**src/rtl/miter_obi_arbiter.sv**
```systemverilog
// Two-requester OBI arbiter for the dual-core miter: round-robin A-phase selection with
// hold-until-grant, plus an in-order route FIFO that steers R-phase responses back to their issuer.
module miter_obi_arbiter #(
  parameter int ADDR_W = 32,
  parameter int DATA_W = 32,
  parameter int DEPTH  = 2
) (
  input  logic                       clk,
  input  logic                       rst,
  input  logic                       r1_req,
  input  logic                       r2_req,
  output logic                       r1_gnt,
  output logic                       r2_gnt,
  input  logic [ADDR_W-1:0]          r1_addr,
  input  logic [ADDR_W-1:0]          r2_addr,
  input  logic                       r1_we,
  input  logic                       r2_we,
  input  logic [DATA_W/8-1:0]        r1_be,
  input  logic [DATA_W/8-1:0]        r2_be,
  input  logic [DATA_W-1:0]          r1_wdata,
  input  logic [DATA_W-1:0]          r2_wdata,
  output logic                       r1_rvalid,
  output logic                       r2_rvalid,
  output logic [DATA_W-1:0]          r1_rdata,
  output logic [DATA_W-1:0]          r2_rdata,
  output logic                       r1_err,
  output logic                       r2_err,
  output logic                       m_req,
  input  logic                       m_gnt,
  output logic [ADDR_W-1:0]          m_addr,
  output logic                       m_we,
  output logic [DATA_W/8-1:0]        m_be,
  output logic [DATA_W-1:0]          m_wdata,
  input  logic                       m_rvalid,
  input  logic [DATA_W-1:0]          m_rdata,
  input  logic                       m_err,
  output logic                       proto_err,
  output logic [$clog2(DEPTH+1)-1:0] outstanding
);

  localparam int CW = $clog2(DEPTH + 1);
  localparam int PW = (DEPTH > 1) ? $clog2(DEPTH) : 1;

  typedef enum logic {ID_R1 = 1'b0, ID_R2 = 1'b1} req_id_e;

  req_id_e          prio_q, prio_d;
  logic             lock_q, lock_d;
  req_id_e          lock_id_q, lock_id_d;
  req_id_e          fifo_q [DEPTH];
  req_id_e          fifo_d [DEPTH];
  logic [PW-1:0]    wr_ptr_q, wr_ptr_d, rd_ptr_q, rd_ptr_d;
  logic [CW-1:0]    count_q, count_d;
  logic             proto_err_q, proto_err_d;

  logic             sel_valid, sel_req, fifo_full, fifo_empty, push, pop;
  req_id_e          sel_id, head_id;

  function automatic logic [PW-1:0] ptr_inc(input logic [PW-1:0] p);
    return (p == PW'(DEPTH - 1)) ? '0 : p + PW'(1);
  endfunction

  // NOTE: every signal assigned in always_comb gets a default first, so no path can infer a latch.
  always_comb begin
    sel_valid = 1'b0;
    sel_id    = ID_R1;
    if (lock_q) begin
      sel_valid = 1'b1;
      sel_id    = lock_id_q;
    end else if (r1_req && r2_req) begin
      sel_valid = 1'b1;
      sel_id    = prio_q;
    end else if (r1_req) begin
      sel_valid = 1'b1;
      sel_id    = ID_R1;
    end else if (r2_req) begin
      sel_valid = 1'b1;
      sel_id    = ID_R2;
    end
  end

  assign sel_req    = sel_valid && ((sel_id == ID_R2) ? r2_req : r1_req);
  assign fifo_full  = (count_q == CW'(DEPTH));
  assign fifo_empty = (count_q == '0);
  assign head_id    = fifo_q[rd_ptr_q];

  // Full blocks the request outright; a same-cycle pop never frees a slot, keeping m_rvalid off m_req.
  assign m_req = !rst && sel_req && !fifo_full;
  assign push  = m_req && m_gnt;
  assign pop   = !rst && m_rvalid && !fifo_empty;

  always_comb begin
    m_addr    = '0;
    m_we      = 1'b0;
    m_be      = '0;
    m_wdata   = '0;
    if (!rst && sel_valid) begin
      m_addr  = (sel_id == ID_R2) ? r2_addr  : r1_addr;
      m_we    = (sel_id == ID_R2) ? r2_we    : r1_we;
      m_be    = (sel_id == ID_R2) ? r2_be    : r1_be;
      m_wdata = (sel_id == ID_R2) ? r2_wdata : r1_wdata;
    end
  end

  assign r1_gnt      = push && (sel_id == ID_R1);
  assign r2_gnt      = push && (sel_id == ID_R2);
  assign r1_rvalid   = pop && (head_id == ID_R1);
  assign r2_rvalid   = pop && (head_id == ID_R2);
  assign r1_rdata    = r1_rvalid ? m_rdata : '0;
  assign r2_rdata    = r2_rvalid ? m_rdata : '0;
  assign r1_err      = r1_rvalid && m_err;
  assign r2_err      = r2_rvalid && m_err;
  assign proto_err   = !rst && proto_err_q;
  assign outstanding = rst ? '0 : count_q;

  always_comb begin
    prio_d    = push ? req_id_e'(~sel_id) : prio_q;
    // Lock only while a request is stalled; a retracted locked request drops the lock to avoid starvation.
    lock_d    = m_req && !m_gnt;
    lock_id_d = lock_d ? sel_id : lock_id_q;
    fifo_d    = fifo_q;
    wr_ptr_d  = wr_ptr_q;
    rd_ptr_d  = rd_ptr_q;
    if (push) begin
      fifo_d[wr_ptr_q] = sel_id;
      wr_ptr_d         = ptr_inc(wr_ptr_q);
    end
    if (pop) rd_ptr_d = ptr_inc(rd_ptr_q);
    count_d = count_q;
    if (push && !pop)      count_d = count_q + CW'(1);
    else if (pop && !push) count_d = count_q - CW'(1);
    proto_err_d = proto_err_q || (m_rvalid && fifo_empty) || (lock_q && !sel_req);
  end

  // NOTE: sequential state uses non-blocking assignments so every flop samples pre-edge values.
  always_ff @(posedge clk) begin
    if (rst) begin
      prio_q      <= ID_R1;
      lock_q      <= 1'b0;
      lock_id_q   <= ID_R1;
      wr_ptr_q    <= '0;
      rd_ptr_q    <= '0;
      count_q     <= '0;
      proto_err_q <= 1'b0;
    end else begin
      prio_q      <= prio_d;
      lock_q      <= lock_d;
      lock_id_q   <= lock_id_d;
      wr_ptr_q    <= wr_ptr_d;
      rd_ptr_q    <= rd_ptr_d;
      count_q     <= count_d;
      proto_err_q <= proto_err_d;
    end
  end

  // NOTE: route storage is not reset; entries are only read below count_q, which is reset.
  always_ff @(posedge clk) begin
    fifo_q <= fifo_d;
  end

endmodule

```
**config.mk**
```make
export PLATFORM = sky130hd
export DESIGN_NAME = miter_obi_arbiter
export DESIGN_NICKNAME = d
export VERILOG_FILES = /design/src/rtl/miter_obi_arbiter.sv
export SDC_FILE = /design/constraint.sdc
export NUM_CORES = 1
export LEC_CHECK = 0
export CORE_AREA = 2 2 125 127
export CTS_CLUSTER_DIAMETER = 60
export DETAILED_ROUTE_END_ITERATION = 6
export DIE_AREA = 0 0 127 129
export GPL_TIMING_DRIVEN = 0
export PLACE_DENSITY = 0.61
export SLEW_MARGIN = 5
export SYNTH_ARGS = -nofsm -noshare
export SYNTH_HDL_FRONTEND = slang
export SYNTH_SLANG_ARGS = --single-unit
```
**constraint.sdc**
```tcl
create_clock -name clk -period 2.6 [get_ports clk]
set_input_delay 0.52 -clock clk [delete_from_list [all_inputs] [get_ports clk]]
set_output_delay 0.52 -clock clk [all_outputs]
set_load 0.005 [all_outputs]
```
==> results of run 1 <==
[registers in the layout, indices dropped and copies added (netlist names)]
name         flops
rd_ptr_q         1
prio_q           1
count_q          2
proto_err_q      1
lock_id_q        1
lock_q           1
fifo_q           2
wr_ptr_q         1
[through the flow]
step | setup WS [ns] | util | instance area, sq um
floorplan | 0.530 | - | 1890
global placement | -0.993 | 0.355 | 5320
detailed placement | -0.998 | 0.355 | 5320
CTS | 0.0241 | 0.369 | 5520
global route | 0.000518 | 0.370 | 5540
finish | 0.0748 | 0.370 | 5540
[layer usage]
metal / vias to the layer above / share of wire / wire length (um)
li1: 1913 / - / -
met1: 1625 / 0.40 / 5390
met2: 193 / 0.52 / 7110
met3: 5 / 0.076 / 1030
met4: 0 / 0.0050 / 68
met5: - / 0 / 0
[path summary, 6_finish.rpt]
check | slack, ns | to | startpoint | cells past startpoint
worst max-delay path | 0.07 | m_addr[24] | r1_req | 9
worst min-delay path | 0.47 | wr_ptr_q$_SDFFE_PP0N_ | wr_ptr_q$_SDFFE_PP0N_ | 1
worst max register to register | 0.53 | count_q[1]$_SDFFE_PP0P_ | count_q[0]$_SDFFE_PP0P_ | 8
worst min register to register | 0.47 | wr_ptr_q$_SDFFE_PP0N_ | wr_ptr_q$_SDFFE_PP0N_ | 1
[power groups by stage]
stage / combinational (mW) / clock [mW] / sequential, mW
floorplan: 0.341 / 0 / 0.195
global placement: 0.955 / 0 / 0.199
detailed placement: 0.952 / 0 / 0.199
CTS: 0.973 / 0.282 / 0.199
global route: 1.06 / 0.291 / 0.203
finish: 0.963 / 0.277 / 0.200
[cell type report]
class                           count  area share
Sequential cell                    10      0.0398
Multi-Input combinational cell    348       0.280
Timing Repair Buffer              327       0.561
Tap cell                          188      0.0425
Clock inverter                      1    0.000678
Buffer                             32      0.0547
Inverter                            8     0.00791
Clock buffer                        3      0.0136
[placed cells by master (no fill, tap or decap), types with 7 or more instances in the layout]
cell type and n:
nor2_1 73, dlygate4sd2_1 107, buf_4 11, clkbuf_2 11, a21oi_2 7, dfxtp_1 8
buf_6 11, a21oi_1 65, nand2_1 171, clkdlybuf4s50_1 202
[timing repair]
action | in CTS | in global routing
pin swaps | 3 | 2
cloned | 2 | 0
resized for setup | 198 | 23
endpoints found under the hold margin | 0 | 0
setup endpoints to repair | 140 | 21
setup buffers | 6 | 0
[kinds of logic after synthesis]
group                    Yosys count
adder cells (fa/ha/maj)            1
flip-flops                        10
XOR/XNOR                           3
AO/OA/AOI/OAI                     82
buffers and inverters             41
multiplexers                       3
AND/OR/NAND/NOR                  259
==> results.json, run 1 <==
{
  "synth-seq-cells": 10,
  "ys_top_cells_by_count": "nand2_1 (173), nor2_1 (77), a21oi_1 (72)",
  "synth_compound_area_frac": 0.231,
  "seq_area_sq_um": 220,
  "initial_core_util": 0.126,
  "path_cells": "dlygate4sd2_1 > nor2b_1 > o21a_1 > buf_12 > inv_12 > buf_8 > nand2_1 > a21oi_1 > dlygate4sd2_1",
  "setup_viol": 0,
  "power_frac_comb": 0.669,
  "clkTransAtPathRegs_ns": 0.04,
  "grtUsageTotal": 0.156,
  "synth.yosys.warnings": 0,
  "diodes": 0,
  "nets": 908,
  "p_sw_frac": 0.356,
  "worst_hold_path_type": "reg2reg",
  "grt-busiest-layer": "met2",
  "cts_sinks": 10,
  "max_freq_mhz": 396,
  "core_sq_um": 15000,
  "cts_tree": "yes",
  "synth_area_leaders": "nand2_1 (34%), a21oi_1 (19%), nor2_1 (15%)",
  "vdd_drop_max_mv": 0.171,
  "total_power_mw": 1.44,
  "fin_hold_ws_ns": 0.467,
  "num_vias": 3736,
  "synth_top_family_by_area": "simple AND/OR/NAND/NOR gates",
  "insertion_delay_ns": 0.24,
  "syn_area_sq_um": 1890,
  "htree_levels": 1,
  "grtUsageMet3": 0.0316,
  "internal_power_uw": 927,
  "syn_avg_cell_area_sq_um": 4.74,
  "netlist.area_leader.share": 0.343,
  "cts_hold_buf": 0,
  "syn_to_final_growth_pct": 192,
  "period_needed_ns": 2.53,
  "synth_ff_type": "dfxtp_1",
  "met2_usage": 0.306,
  "period_share": 0.971,
  "io_pins": 320,
  "synth_edf_count": 2,
  "skew_ns": 0.00136,
  "rsz0062_at_grt": "no",
  "cap_violations": 0,
  "yosys-mux-area-fraction": 0.0165,
  "layout.cells.non_filler": 917,
  "cts_inserted_buffers": 3,
  "synth_simple_gate_area_frac": 0.525,
  "clock-root-buffer": "clkbuf_16",
  "critPathMostFrequentCell": "dlygate4sd2_1",
  "hold_viol_final": 0,
  "core.rowCount": 45,
  "slew_violations": 0,
  "slowest_delay_ns": 0.27,
  "crit_arrival_ns": 2.01,
  "drc_errors": 0,
  "p_sw_uw": 513,
  "post-dp-hpwl_um": 11100,
  "p_per_area_nw_per_um2": 260,
  "relSlewSlack": 0.680,
  "grt_pass1_wl_um": 20400,
  "die_area_sq_um": 16400,
  "worst-path-max-fanout": 10,
  "drt_pass1_iterations": 4,
  "gr-usage-met1": 0.177,
  "fin_setup_tns_ns": 0,
  "drt_wl_total_um": 13600,
  "path_buf_inv": 5,
  "postRouteAntennaNets": 0,
  "synth.net_count": 577,
  "synth-adder-area-share": 0.00661,
  "start_kind": "primary input",
  "yosysTopAreaCell": "nand2_1",
  "die_h_um": 129,
  "die_w_um": 127,
  "yosysMostFrequentCell": "nand2_1",
  "drt_iter0_drc": 120,
  "outcome": "complete, no violations",
  "leakage_nw": 2.66,
  "max_slew.worst_pin.slew_ns": 0.479,
  "finalWeightedCongestion": 0.752,
  "grt_pass1_vias": 3853,
  "vias_per_cell": 4.07,
  "placed_cells": 906,
  "syn-instance-count": 399,
  "path_class": "in2out",
  "async_flop_share": 0,
  "wire_per_inst_um": 14.8,
  "nFillCells": 1702,
  "grt_max_degree": 11,
  "gr-total-overflow": 0,
  "cp_data_required_time_ns": 2.08,
  "antenna_found_initial": 0,
  "crit_slowest_cell": "dlygate4sd2_1",
  "p_clk_frac": 0.193,
  "p_seq_frac": 0.139,
  "seq_area_frac_synth": 0.116,
  "synth_xor_area_frac": 0.0139,
  "multi_input_area_sq_um": 1550,
  "drive_gt1_frac": 0.0892,
  "clock_tree.buffer_depth": 2,
  "cp_top_family": "buffers and inverters",
  "worst_setup_path_end_kind": "primary output",
  "synthDistinctLibCells": 28,
  "numPortBuffers": 319
}
No activity file was read; power rests on OpenSTA's default activity.
==> inputs of run 2 (changes only) <==
--- a/config.mk
+++ b/config.mk
@@ -10,6 +10,7 @@
 export DETAILED_ROUTE_END_ITERATION = 6
 export DIE_AREA = 0 0 127 129
 export GPL_TIMING_DRIVEN = 0
+export HOLD_SLACK_MARGIN = 0.02
 export PLACE_DENSITY = 0.61
 export SLEW_MARGIN = 5
 export SYNTH_ARGS = -nofsm -noshare
==> constraint.sdc (replaced) <==
create_clock -name clk -period 2.5 [get_ports clk]
set_input_delay 0.5 -clock clk [delete_from_list [all_inputs] [get_ports clk]]
set_output_delay 0.5 -clock clk [all_outputs]
set_load 0.005 [all_outputs]
==> run 2 against run 1 <==
Effect of this change:
- die area unchanged
- core utilization decreased by 0.43 points
- critical endpoint is now r1_rvalid
- final cell count unchanged
- clock-buffer cell count unchanged
- flip-flop and latch count unchanged
- clock skew about the same
- critical path depth decreased by 5
- first-iteration DRC count increased by 18%
- sequential power increased by 5%
- sequential share of layout area increased by 0.070 points
==> results.json, run 2 (synthesis results as in run 1) <==
{
  "final_cell_mix": "clkdlybuf4s50_1 (198), nand2_1 (171), nor2_1 (72), a21oi_1 (60), dlygate4sd2_1 (55)",
  "grt_pass1_wl_um": 20400,
  "cp_top_family": "buffers and inverters",
  "core_sq_um": 15000,
  "syn_to_final_growth_pct": 189,
  "start_kind": "register",
  "die_area_sq_um": 16400,
  "wire_per_inst_um": 14.7,
  "max_slew.worst_pin.slew_ns": 0.470,
  "fin_util": 0.365,
  "cp_data_required_time_ns": 2.00,
  "path_cells": "mux2_2 > clkbuf_2 > nor2_1 > clkdlybuf4s50_1",
  "leakage_nw": 2.61,
  "grtUsageTotal": 0.156,
  "gr-total-overflow": 0,
  "io_pins": 320,
  "cts_sinks": 10,
  "dpl_worst_slack_ns": -1.06,
  "reg_top3": "count_q (2), fifo_q (2)",
  "placed_cells": 906,
  "clkTransAtPathRegs_ns": 0.04,
  "nets": 908,
  "max_freq_mhz": 414,
  "skew_ns": 0.00132,
  "cts_hold_buf": 0,
  "fin_setup_tns_ns": 0,
  "vias_per_cell": 4.07,
  "htree_levels": 1,
  "cts_tree": "yes",
  "die_w_um": 127,
  "period_needed_ns": 2.42,
  "antenna_found_initial": 0,
  "setup_viol": 0,
  "clock-root-buffer": "clkbuf_16",
  "final_common_cell": "clkdlybuf4s50_1",
  "outcome": "complete, no violations",
  "slowest_delay_ns": 0.52,
  "crit_arrival_ns": 1.92,
  "clock_tree.buffer_depth": 2,
  "seq_area_sq_um": 221,
  "fin_ws_ns": 0.0833,
  "insertion_delay_ns": 0.24,
  "die_h_um": 129,
  "multi_input_area_sq_um": 1580,
  "placedInstanceArea_sq_um": 5320,
  "core.rowCount": 45,
  "post-dp-hpwl_um": 11100,
  "relSlewSlack": 0.686,
  "hold_viol_final": 0,
  "initial_core_util": 0.126,
  "slew_violations": 0,
  "diodes": 0,
  "nFillCells": 1689,
  "layout.cells.non_filler": 917,
  "crit_slowest_cell": "clkdlybuf4s50_1",
  "path_buf_inv": 2,
  "path_class": "reg2out",
  "drt_iter0_drc": 141,
  "final_area_sq_um": 5470,
  "drt_pass1_iterations": 4,
  "period_share": 0.967,
  "cts_inserted_buffers": 3,
  "grt_pass1_vias": 3874,
  "worst_setup_path_end_kind": "primary output",
  "drt_wl_total_um": 13500,
  "drc_errors": 0,
  "drive_gt1_frac": 0.156,
  "vdd_drop_max_mv": 0.178,
  "p_per_area_nw_per_um2": 275,
  "cap_violations": 0,
  "worst_hold_path_type": "reg2reg",
  "num_vias": 3728,
  "numPortBuffers": 319,
  "finalWeightedCongestion": 0.752,
  "grt_max_degree": 11,
  "postRouteAntennaNets": 0,
  "worst-path-max-fanout": 10
}
run 2: cell count changes in the layout (fill, tap and decap cells not counted), sizes merged:
cell	change
dlygate4sd2	-52
clkdlybuf4s50	-4
clkbuf	+39
dlymetal6s2s	+4
clkdlybuf4s15	+13
run 2: worst reg2reg max path, stage by stage, from the launching register on:
cell and delay [ns]:
dfxtp_1 0.38, mux2i_1 0.27, a2111o_1 0.21, clkinv_2 0.10
nand2_2 0.13, inv_1 0.06, ha_1 0.31, or3_1 0.38
a21oi_1 0.14
run 2: timing repair:
action | 4_1_cts | 5_1_grt
endpoints found under the setup margin | 144 | 81
buffers inserted | 6 | 0
resized for setup | 211 | 123
cloned | 2 | 0
endpoints found under the hold margin | 0 | 0
pin swaps | 4 | 6
run 2: report_power, final:
part	switching (mW)	leakage [nW]	internal [mW]	total (mW)
sequential	0.0220	0.0848	0.187	0.209
clock	0.0786	0.0385	0.210	0.289
combinational	0.441	2.49	0.567	1.01
total	0.542	2.61	0.964	1.51
run 2: final timing paths:
kind,cells past startpoint,slack [ns],startpoint,end
setup reg to reg,8,0.47,lock_id_q$_SDFFE_PP0P_,count_q[1]$_SDFFE_PP0P_
hold reg to reg,2,0.47,prio_q$_SDFFE_PP0N_,prio_q$_SDFFE_PP0N_
hold / removal,2,0.47,prio_q$_SDFFE_PP0N_,prio_q$_SDFFE_PP0N_
setup / recovery,4,0.08,rd_ptr_q$_SDFFE_PP0P_,r1_rvalid
run 2: through the flow:
stage / hold WS [ns] / power, mW
after CTS: 0.469 / 1.52
after floorplan: 0.437 / 0.557
final: 0.472 / 1.51
after global routing: 0.493 / 1.63
after detailed placement: 0.461 / 1.20
after global placement: 0.450 / 1.20
run 2: cell type report:
type / instances / area share
buffer: 32 / 0.0579
clock buffer: 3 / 0.0137
clock inverter: 1 / 0.000686
inverter: 8 / 0.00869
multi-input combinational: 348 / 0.289
sequential: 10 / 0.0405
tap: 188 / 0.0430
timing repair buffer: 327 / 0.547
run 2: layer usage:
metal | global-route usage | wire [um] | share of wire
met4 | 0.0200 | 68 | 0.0050
met5 | 0 | 0 | 0
met2 | 0.307 | 7120 | 0.53
met3 | 0.0337 | 1060 | 0.079
met1 | 0.176 | 5270 | 0.39
